[config.mk]
export PLATFORM = sky130hd
export DESIGN_NAME = bats_udp_feed_arbiter
export DESIGN_NICKNAME = d
export VERILOG_FILES = /design/src/rtl/bats_udp_feed_arbiter.sv
export SDC_FILE = /design/constraint.sdc
export NUM_CORES = 1
export LEC_CHECK = 0
export ABC_AREA = 1
export ABC_CLOCK_PERIOD_IN_PS = 1800
export CORE_MARGIN = 3
export CORE_UTILIZATION = 28
export DETAILED_ROUTE_END_ITERATION = 6
export PLACE_DENSITY = 0.61
export SKIP_LAST_GASP = 1
export SYNTH_ARGS = -nofsm -noshare
export SYNTH_HDL_FRONTEND = slang
export SYNTH_SLANG_ARGS = --single-unit
[constraint.sdc]
create_clock -name Clk40 -period 1.8 [get_ports Clk40]
set_input_delay 0.18 -clock Clk40 [delete_from_list [all_inputs] [get_ports Clk40]]
set_output_delay 0.18 -clock Clk40 [all_outputs]
set_load 0.03 [all_outputs]
[src/rtl/bats_udp_feed_arbiter.sv]
`default_nettype none
// ============================================================================
// bats_udp_feed_arbiter : packet-granular round-robin mux of two UDP word feeds
// onto one BATS parser input, with start-up/abort parser reset sequencing.
// Revision 1.0
// ============================================================================
module bats_udp_feed_arbiter #(
  parameter int RESET_CYCLES   = 4,
  parameter int HOLDOFF_CYCLES = 8,
  parameter int GAP_CYCLES     = 1,
  parameter int TIMEOUT_CYCLES = 255
) (
  input  logic        Clk40,
  input  logic        reset_n,
  input  logic        a_valid,
  input  logic [63:0] a_bytes,
  input  logic [7:0]  a_byte_enables,
  input  logic        a_last,
  output logic        a_ready,
  input  logic        b_valid,
  input  logic [63:0] b_bytes,
  input  logic [7:0]  b_byte_enables,
  input  logic        b_last,
  output logic        b_ready,
  input  logic        parser_ready,
  output logic [63:0] parser_bytes,
  output logic [7:0]  parser_byte_enables,
  output logic        parser_data_valid,
  output logic        parser_reset,
  output logic [31:0] pkt_count,
  output logic [15:0] abort_count,
  output logic        be_error,
  output logic        grant_b
);

  typedef enum logic [2:0] {
    S_INIT_RST = 3'd0,
    S_HOLDOFF  = 3'd1,
    S_IDLE     = 3'd2,
    S_STREAM   = 3'd3,
    S_GAP      = 3'd4,
    S_ABORT    = 3'd5
  } state_t;

  state_t      state_q, state_d;
  logic [7:0]  phase_q, phase_d;
  logic [7:0]  stall_q, stall_d;
  logic        grant_b_q, grant_b_d;
  logic        drain_q, drain_d;
  logic        dv_q, dv_d;
  logic [63:0] bytes_q, bytes_d;
  logic [7:0]  be_q, be_d;
  logic [31:0] pkt_q, pkt_d;
  logic [15:0] abort_q, abort_d;
  logic        be_err_q, be_err_d;

  logic        sel_valid, sel_last, stage_free, src_ready, accept, fwd, be_ok;
  logic [63:0] sel_bytes;
  logic [7:0]  sel_be, sel_be_n;

  always_comb begin
    sel_valid  = grant_b_q ? b_valid        : a_valid;
    sel_last   = grant_b_q ? b_last         : a_last;
    sel_bytes  = grant_b_q ? b_bytes        : a_bytes;
    sel_be     = grant_b_q ? b_byte_enables : a_byte_enables;
    sel_be_n   = ~sel_be;
    stage_free = !dv_q || parser_ready;
    // While draining an aborted packet the source is sunk regardless of state.
    src_ready  = ((state_q == S_STREAM) && stage_free) || drain_q;
    accept     = sel_valid && src_ready;
    fwd        = accept && (state_q == S_STREAM);
    // Last word: inverted enables must be a run of ones from bit 0.
    be_ok      = sel_last ? ((sel_be != 8'h00) && ((sel_be_n & (sel_be_n + 8'd1)) == 8'h00))
                          : (sel_be == 8'hFF);
  end

  always_comb begin
    state_d   = state_q;
    phase_d   = phase_q;
    stall_d   = stall_q;
    grant_b_d = grant_b_q;
    drain_d   = drain_q;
    dv_d      = dv_q;
    bytes_d   = bytes_q;
    be_d      = be_q;
    pkt_d     = pkt_q;
    abort_d   = abort_q;
    be_err_d  = be_err_q;

    if (fwd) begin
      dv_d    = 1'b1;
      bytes_d = sel_bytes;
      be_d    = sel_be;
      if (!be_ok) be_err_d = 1'b1;
    end else if (parser_ready) begin
      dv_d = 1'b0;
    end

    if (drain_q && accept && sel_last) drain_d = 1'b0;

    case (state_q)
      S_INIT_RST: begin
        dv_d = 1'b0;
        if (phase_q == 8'(RESET_CYCLES - 1)) begin
          phase_d = 8'd0;
          state_d = S_HOLDOFF;
        end else begin
          phase_d = phase_q + 8'd1;
        end
      end
      S_HOLDOFF: begin
        if (phase_q == 8'(HOLDOFF_CYCLES - 1)) begin
          phase_d = 8'd0;
          state_d = S_IDLE;
        end else begin
          phase_d = phase_q + 8'd1;
        end
      end
      S_IDLE: begin
        phase_d = 8'd0;
        stall_d = 8'd0;
        if (!drain_q && (a_valid || b_valid)) begin
          grant_b_d = (a_valid && b_valid) ? !grant_b_q : b_valid;
          state_d   = S_STREAM;
        end
      end
      S_STREAM: begin
        if (fwd) begin
          stall_d = 8'd0;
          if (sel_last) begin
            pkt_d   = pkt_q + 32'd1;
            state_d = S_GAP;
          end
        end else if (!sel_valid && stage_free) begin
          // Only source-side silence counts; parser backpressure does not.
          if (stall_q == 8'(TIMEOUT_CYCLES - 1)) begin
            state_d = S_ABORT;
            drain_d = 1'b1;
          end else begin
            stall_d = stall_q + 8'd1;
          end
        end
      end
      S_GAP: begin
        if (!dv_q) begin
          if (phase_q == 8'(GAP_CYCLES - 1)) begin
            phase_d = 8'd0;
            state_d = S_IDLE;
          end else begin
            phase_d = phase_q + 8'd1;
          end
        end
      end
      S_ABORT: begin
        dv_d    = 1'b0;
        phase_d = 8'd0;
        if (abort_q != 16'hFFFF) abort_d = abort_q + 16'd1;
        state_d = S_INIT_RST;
      end
      default: state_d = S_INIT_RST;
    endcase
  end

  always_ff @(posedge Clk40 or negedge reset_n) begin
    if (!reset_n) begin
      state_q   <= S_INIT_RST;
      phase_q   <= 8'd0;
      stall_q   <= 8'd0;
      grant_b_q <= 1'b1;
      drain_q   <= 1'b0;
      dv_q      <= 1'b0;
      bytes_q   <= 64'd0;
      be_q      <= 8'd0;
      pkt_q     <= 32'd0;
      abort_q   <= 16'd0;
      be_err_q  <= 1'b0;
    end else begin
      state_q   <= state_d;
      phase_q   <= phase_d;
      stall_q   <= stall_d;
      grant_b_q <= grant_b_d;
      drain_q   <= drain_d;
      dv_q      <= dv_d;
      bytes_q   <= bytes_d;
      be_q      <= be_d;
      pkt_q     <= pkt_d;
      abort_q   <= abort_d;
      be_err_q  <= be_err_d;
    end
  end

  assign a_ready             = src_ready && !grant_b_q;
  assign b_ready             = src_ready && grant_b_q;
  assign parser_bytes        = bytes_q;
  assign parser_byte_enables = be_q;
  assign parser_data_valid   = dv_q;
  assign parser_reset        = (state_q == S_INIT_RST);
  assign pkt_count           = pkt_q;
  assign abort_count         = abort_q;
  assign be_error            = be_err_q;
  assign grant_b             = grant_b_q;

endmodule
`default_nettype wire

==> impl_metrics.csv, run 1 <==
group,metric,value,unit
status,status,"completed",
cts,clock-sinks,143,
sta,rsz0062_at_grt,"yes",
critical_path,critPathBufInv,1,
critical_path,cp-end-kind,"output port",
final_layout,num-fill-cells,2773,
cts,cts_tree,"done",
logic_synthesis,yosysSeqAreaShare,0.452,
logic_synthesis,async_reset_ff_frac,1.00,
sta,setup_viol,0,
final_layout,nets,1574,
routing,drc,0,
final_layout,drive_gt1_frac,0.0902,
critical_path,critPathRequiredTime,1.62,ns
critical_path,path_max_fanout,6,
critical_path,cp.arrival,1.58,ns
global_route,first_global_vias,8019,
global_route,grt.total_usage,0.179,
floorplanning,dieArea,30400,µm²
sta,timing.fmax,570,MHz
floorplanning,die_w,174,µm
floorplanning,boundaryPins,277,
logic_synthesis,synth_fp_nets,1255,
floorplanning,rows,60,
sta,finalCriticalPeriod,1.76,ns
routing,vias_per_cell,4.52,
critical_path,start_kind,"register",
logic_synthesis,synth_ff_type,"dfrtp_1",
placement,hpwl,21600,µm
flow_run,cap_violations,0,
logic_synthesis,synth_edf_count,0,
logic_synthesis,ys_seq_elements,143,
global_route,antenna_found_initial,0,
sta,slew_violations,0,
routing,firstDrtPassIters,6,
critical_path,crit_family,"buffers and inverters",
critical_path,ff2ff_setup_slack,0.13,ns
final_layout,final_util,0.448,
cts,cts_inserted_buffers,17,
final_layout,syn2layout_area_growth,54.8,%
logic_synthesis,syn_avg_cell_area,7.22,µm²
critical_path,r2r_end,"be_error",
critical_path,reg2reg_depth,9,
sta,slew_headroom,0.666,
routing,ant_nets,0,
placement,gp_congestion,0.907,
sta,hold_ws,0.233,ns
critical_path,slowest_stage,"clkdlybuf4s50_1",
critical_path,critPathKind,"register to output port",
power_and_ir_drop,p_per_area,1360,nW/µm²
critical_path,max_stage_delay,0.71,ns
logic_synthesis,ys_types,30,
cts,clock_path_buffers,2,
floorplanning,start_util,0.289,
floorplanning,coreArea,27400,µm²
routing,wl_per_cell,15.2,µm
global_route,grt_max_degree,49,
floorplanning,die_height,174,µm
cts,cts_max_level,4,
global_route,grt-ovfl-total,0,
sta,finalHoldViolations,0,
critical_path,cp_cell_sequence,"clkdlybuf4s50_1",
logic_synthesis,syn_area,7930,µm²
critical_path,rr_startpoint,"grant_b",
cts,clk_latency,0.42,ns
sta,max_slew.worst_pin.slew,0.501,ns
cts,clk_pin_slew,0.07,ns
logic_synthesis,synth_warnings,0,
worst_hold_path,hold_path_class,"input pin to async pin",
sta,finalCritPeriodShare,0.975,
placement,port_buffers,276,
final_layout,n_antenna_cell,0,
cts,cts-root-buf,"clkbuf_16",
power_and_ir_drop,ir_drop,788,µV
logic_synthesis,syn_inst,1098,
sta,fin_worst_skew,0.0182,ns
power_and_ir_drop,leakage,5.81,nW
routing,wl,27400,µm
routing,drtIter0Drc,516,
global_route,grt_first_pass_wirelength,43300,µm
routing,vias,8141,
[per-stage QoR]
step                      worst slack [ns]  instances  setup TNS, ns  cell area [µm²]  total power [mW]
after detailed placement           -0.0528       1763         -0.266            11500              12.9
final                               0.0442       1802              0            12300              16.7
after floorplan                    0.00667       1098              0             7940              9.19
after global placement             -0.0182       1763        -0.0182            11500              12.8
after global routing               -0.0246       1802        -0.0246            12300              17.8
after CTS                          -0.0882       1798        -0.0882            12100              16.7
[how the worst max path moves through the flow]
| stage | start | slack, ns | cells after the start | end |
|---|---|---|---|---|
| floorplan | abort_count[1] | 0.007 | 9 | abort_count[6] |
| global placement | a_last | -0.02 | 5 | pkt_count[13] |
| detailed placement | parser_ready | -0.05 | 9 | parser_bytes[14] |
| CTS | grant_b | -0.09 | 5 | b_ready |
| global route | abort_count[1] | -0.02 | 8 | abort_count[1] |
| finish | pkt_count[24] | 0.04 | 1 | pkt_count[24] |
[report_power, final]
group	total [mW]	switching (mW)	internal, mW
Combinational	8.08	4.83	3.24
Clock	3.69	1.59	2.10
Sequential	4.91	0.717	4.19
Total	16.7	7.14	9.54
[placed cells by master (no fill, tap or decap), drive strengths merged, types with 8 or more instances in the layout]
master         netlist  routed
buf                 20      67
clkbuf              21      19
clkdlybuf4s50        0     250
dfrtp              142     142
dlymetal6s2s         0      15
inv                 84      92
nand2              373     373
nand3               54      54
nand3b              11      11
nand4               11      11
nor2               214     214
nor3                20      20
o21ai               34      34
o31ai               65      65
xnor2                8       8
xor2                25      25
[kinds of logic after synthesis]
logic type               after synthesis  share of synthesized area
AND/OR/NAND/NOR                      683                      0.346
flip-flops                           143                      0.452
buffers and inverters                126                     0.0650
AO/OA/AOI/OAI                        107                     0.0900
XOR/XNOR                              33                     0.0374
adder cells (fa/ha/maj)                6                    0.00947
[sequential cells by signal, summed over array words and instances (netlist names)]
signal	count
grant_b	1
pkt_count	32
stall_q	8
parser_byte_enables	8
parser_bytes	64
be_error	1
state_q	3
phase_q	8
drain_q	1
abort_count	16
parser_data_valid	1
[what timing repair did]
| item | CTS | global route |
|---|---|---|
| hold endpoints to repair | 41 | 0 |
| endpoints found under the setup margin | 8 | 71 |
| gates cloned | 0 | 2 |
| pin swaps | 0 | 1 |
| setup buffers | 2 | 3 |
| hold buffers | 1 | 0 |
| resized for setup | 6 | 40 |
[Yosys cell counts, drive strengths merged (20+ instances only)]
master | instances | area share
buf | 20 | 0.015
clkbuf | 21 | 0.0099
dfrtp | 142 | 0.45
inv | 84 | 0.040
nand2 | 373 | 0.18
nand3 | 54 | 0.034
nor2 | 214 | 0.10
nor3 | 20 | 0.013
o21ai | 34 | 0.021
o31ai | 65 | 0.062
xor2 | 25 | 0.028
[layer usage]
layer  GRT usage  part of all wire
met1       0.211              0.41
met2       0.312              0.49
met3      0.0625             0.079
met4      0.0462             0.017
met5           0                 0
[area by class of cell]
class                   instances  area [µm²]  share of cell area
multi-input cells             829        3880               0.316
flip-flops and latches        143        3580               0.292
repair buffers                340        3410               0.278
well taps                     372         465              0.0379
clock buffers                  18         429              0.0350
inverters                      85         325              0.0265
clock inverters                14         173              0.0141
repair inverters                1        5.00            0.000408
(Power assumes the default switching activity.)
==> run 2, diff against run 1 <==
CTS_BUF_LIST = sky130_fd_sc_hd__clkbuf_16   (was unset)
==> impl_metrics.csv, run 2 (synthesized netlist as in run 1, its figures left out) <==
group,metric,value,unit
status,status,"completed",
sta,finalCritPeriodShare,0.973,
cts,cts_max_level,4,
placement,hpwl,21600,µm
final_layout,nets,1574,
critical_path,cp_cell_sequence,"clkdlybuf4s50_1",
routing,ant_nets,0,
global_route,grt.total_usage,0.179,
routing,firstDrtPassIters,6,
cts,cts_inserted_buffers,17,
floorplanning,dieArea,30400,µm²
final_layout,final_util,0.448,
cts,cts_tree,"done",
critical_path,crit_family,"buffers and inverters",
floorplanning,die_height,174,µm
sta,slew_headroom,0.666,
final_layout,largest_reg_flops,64,
global_route,grt_max_degree,49,
cts,clk_pin_slew,0.07,ns
critical_path,max_stage_delay,0.71,ns
final_layout,final_cell_mix,"nand2_1 (364), clkdlybuf4s50_1 (250), nor2_1 (210)",
placement,port_buffers,276,
routing,wl,27400,µm
global_route,first_global_vias,8019,
final_layout,drive_gt1_frac,0.0902,
floorplanning,die_w,174,µm
sta,timing.fmax,571,MHz
global_route,antenna_found_initial,0,
routing,drtIter0Drc,512,
floorplanning,start_util,0.289,
routing,wl_per_cell,15.2,µm
sta,finalHoldViolations,0,
critical_path,critPathKind,"register to output port",
cts,cts-root-buf,"clkbuf_16",
final_layout,syn2layout_area_growth,54.8,%
flow_run,cap_violations,0,
sta,finalCriticalPeriod,1.75,ns
routing,drc,0,
power_and_ir_drop,leakage,5.82,nW
floorplanning,coreArea,27400,µm²
sta,slew_violations,0,
routing,vias,8143,
critical_path,ff2ff_setup_slack,0.14,ns
global_route,grt_first_pass_wirelength,43300,µm
critical_path,cp.arrival,1.57,ns
floorplanning,rows,60,
sta,worst_slack,0.0494,ns
critical_path,critPathRequiredTime,1.62,ns
cts,clk_latency,0.42,ns
final_layout,n_antenna_cell,0,
cts,clock-sinks,143,
critical_path,cp-end-kind,"output port",
power_and_ir_drop,power.total,16.7,mW
global_route,grt-ovfl-total,0,
sta,setup_tns,0,ns
placement,gp_congestion,0.907,
sta,rsz0062_at_grt,"yes",
critical_path,start_kind,"register",
worst_hold_path,hold_path_class,"input pin to async pin",
sta,setup_viol,0,
final_layout,final_common_cell,"nand2_1",
sta,fin_worst_skew,0.0177,ns
critical_path,critPathBufInv,1,
placement,place_ws,-0.0528,ns
floorplanning,boundaryPins,277,
critical_path,path_max_fanout,6,
power_and_ir_drop,p_per_area,1360,nW/µm²
power_and_ir_drop,ir_drop,788,µV
sta,max_slew.worst_pin.slew,0.501,ns
routing,vias_per_cell,4.52,
cts,clock_path_buffers,2,
critical_path,slowest_stage,"clkdlybuf4s50_1",
-- run 2: cell types whose count changed in the layout (fill, tap and decap cells not counted), sizes merged --
cell    previous run  this run
inv               92        93
clkbuf            19        18
-- run 2: worst paths after layout --
path                                              from                endpoint  cells after the start
worst max-delay path                     pkt_count[24]           pkt_count[24]                      1
worst min-delay path                           reset_n         abort_count[10]                      2
worst max register to register                 grant_b        parser_bytes[14]                      5
min in group Clk40                          a_bytes[1]         parser_bytes[1]                      3
worst min register to register  parser_byte_enables[4]  parser_byte_enables[4]                      2
max in group asynchronous                      reset_n            pkt_count[1]                      3
-- run 2: metrics by stage --
| step | std cells | area (µm²) | hold slack [ns] |
|---|---|---|---|
| global placement | 1763 | 11500 | 0.154 |
| floorplan | 1098 | 7940 | -0.116 |
| detailed placement | 1763 | 11500 | 0.150 |
| finish | 1802 | 12300 | 0.238 |
| CTS | 1798 | 12100 | 0.274 |
| global route | 1802 | 12300 | 0.288 |
-- run 2: repair_timing --
action	CTS	global route
pin swaps	0	1
gates cloned	0	2
buffers inserted	2	3
hold buffers	1	0
setup endpoints to repair	8	71
gates resized for setup	6	40
endpoints found under the hold margin	41	0
-- run 2: layout make-up --
class                           instances  area (µm²)
Timing Repair inverter                  1        5.00
Clock inverter                         15         176
Clock buffer                           17         425
Tap cell                              372         465
Sequential cell                       143        3580
Multi-Input combinational cell        829        3880
Fill cell                            2773       15100
Inverter                               85         325
Timing Repair Buffer                  340        3410
-- run 2: metal layers --
layer,wire [µm],share of wire,track usage
met3,2150,0.079,0.0625
met5,0,0,0
met4,492,0.018,0.0462
met2,13400,0.49,0.312
met1,11300,0.41,0.211
-- run 2: power breakdown --
part / leakage, nW / internal [mW] / switching, mW
clock: 0.294 / 2.10 / 1.58
combinational: 3.61 / 3.24 / 4.83
sequential: 1.91 / 4.19 / 0.716
total: 5.82 / 9.54 / 7.13
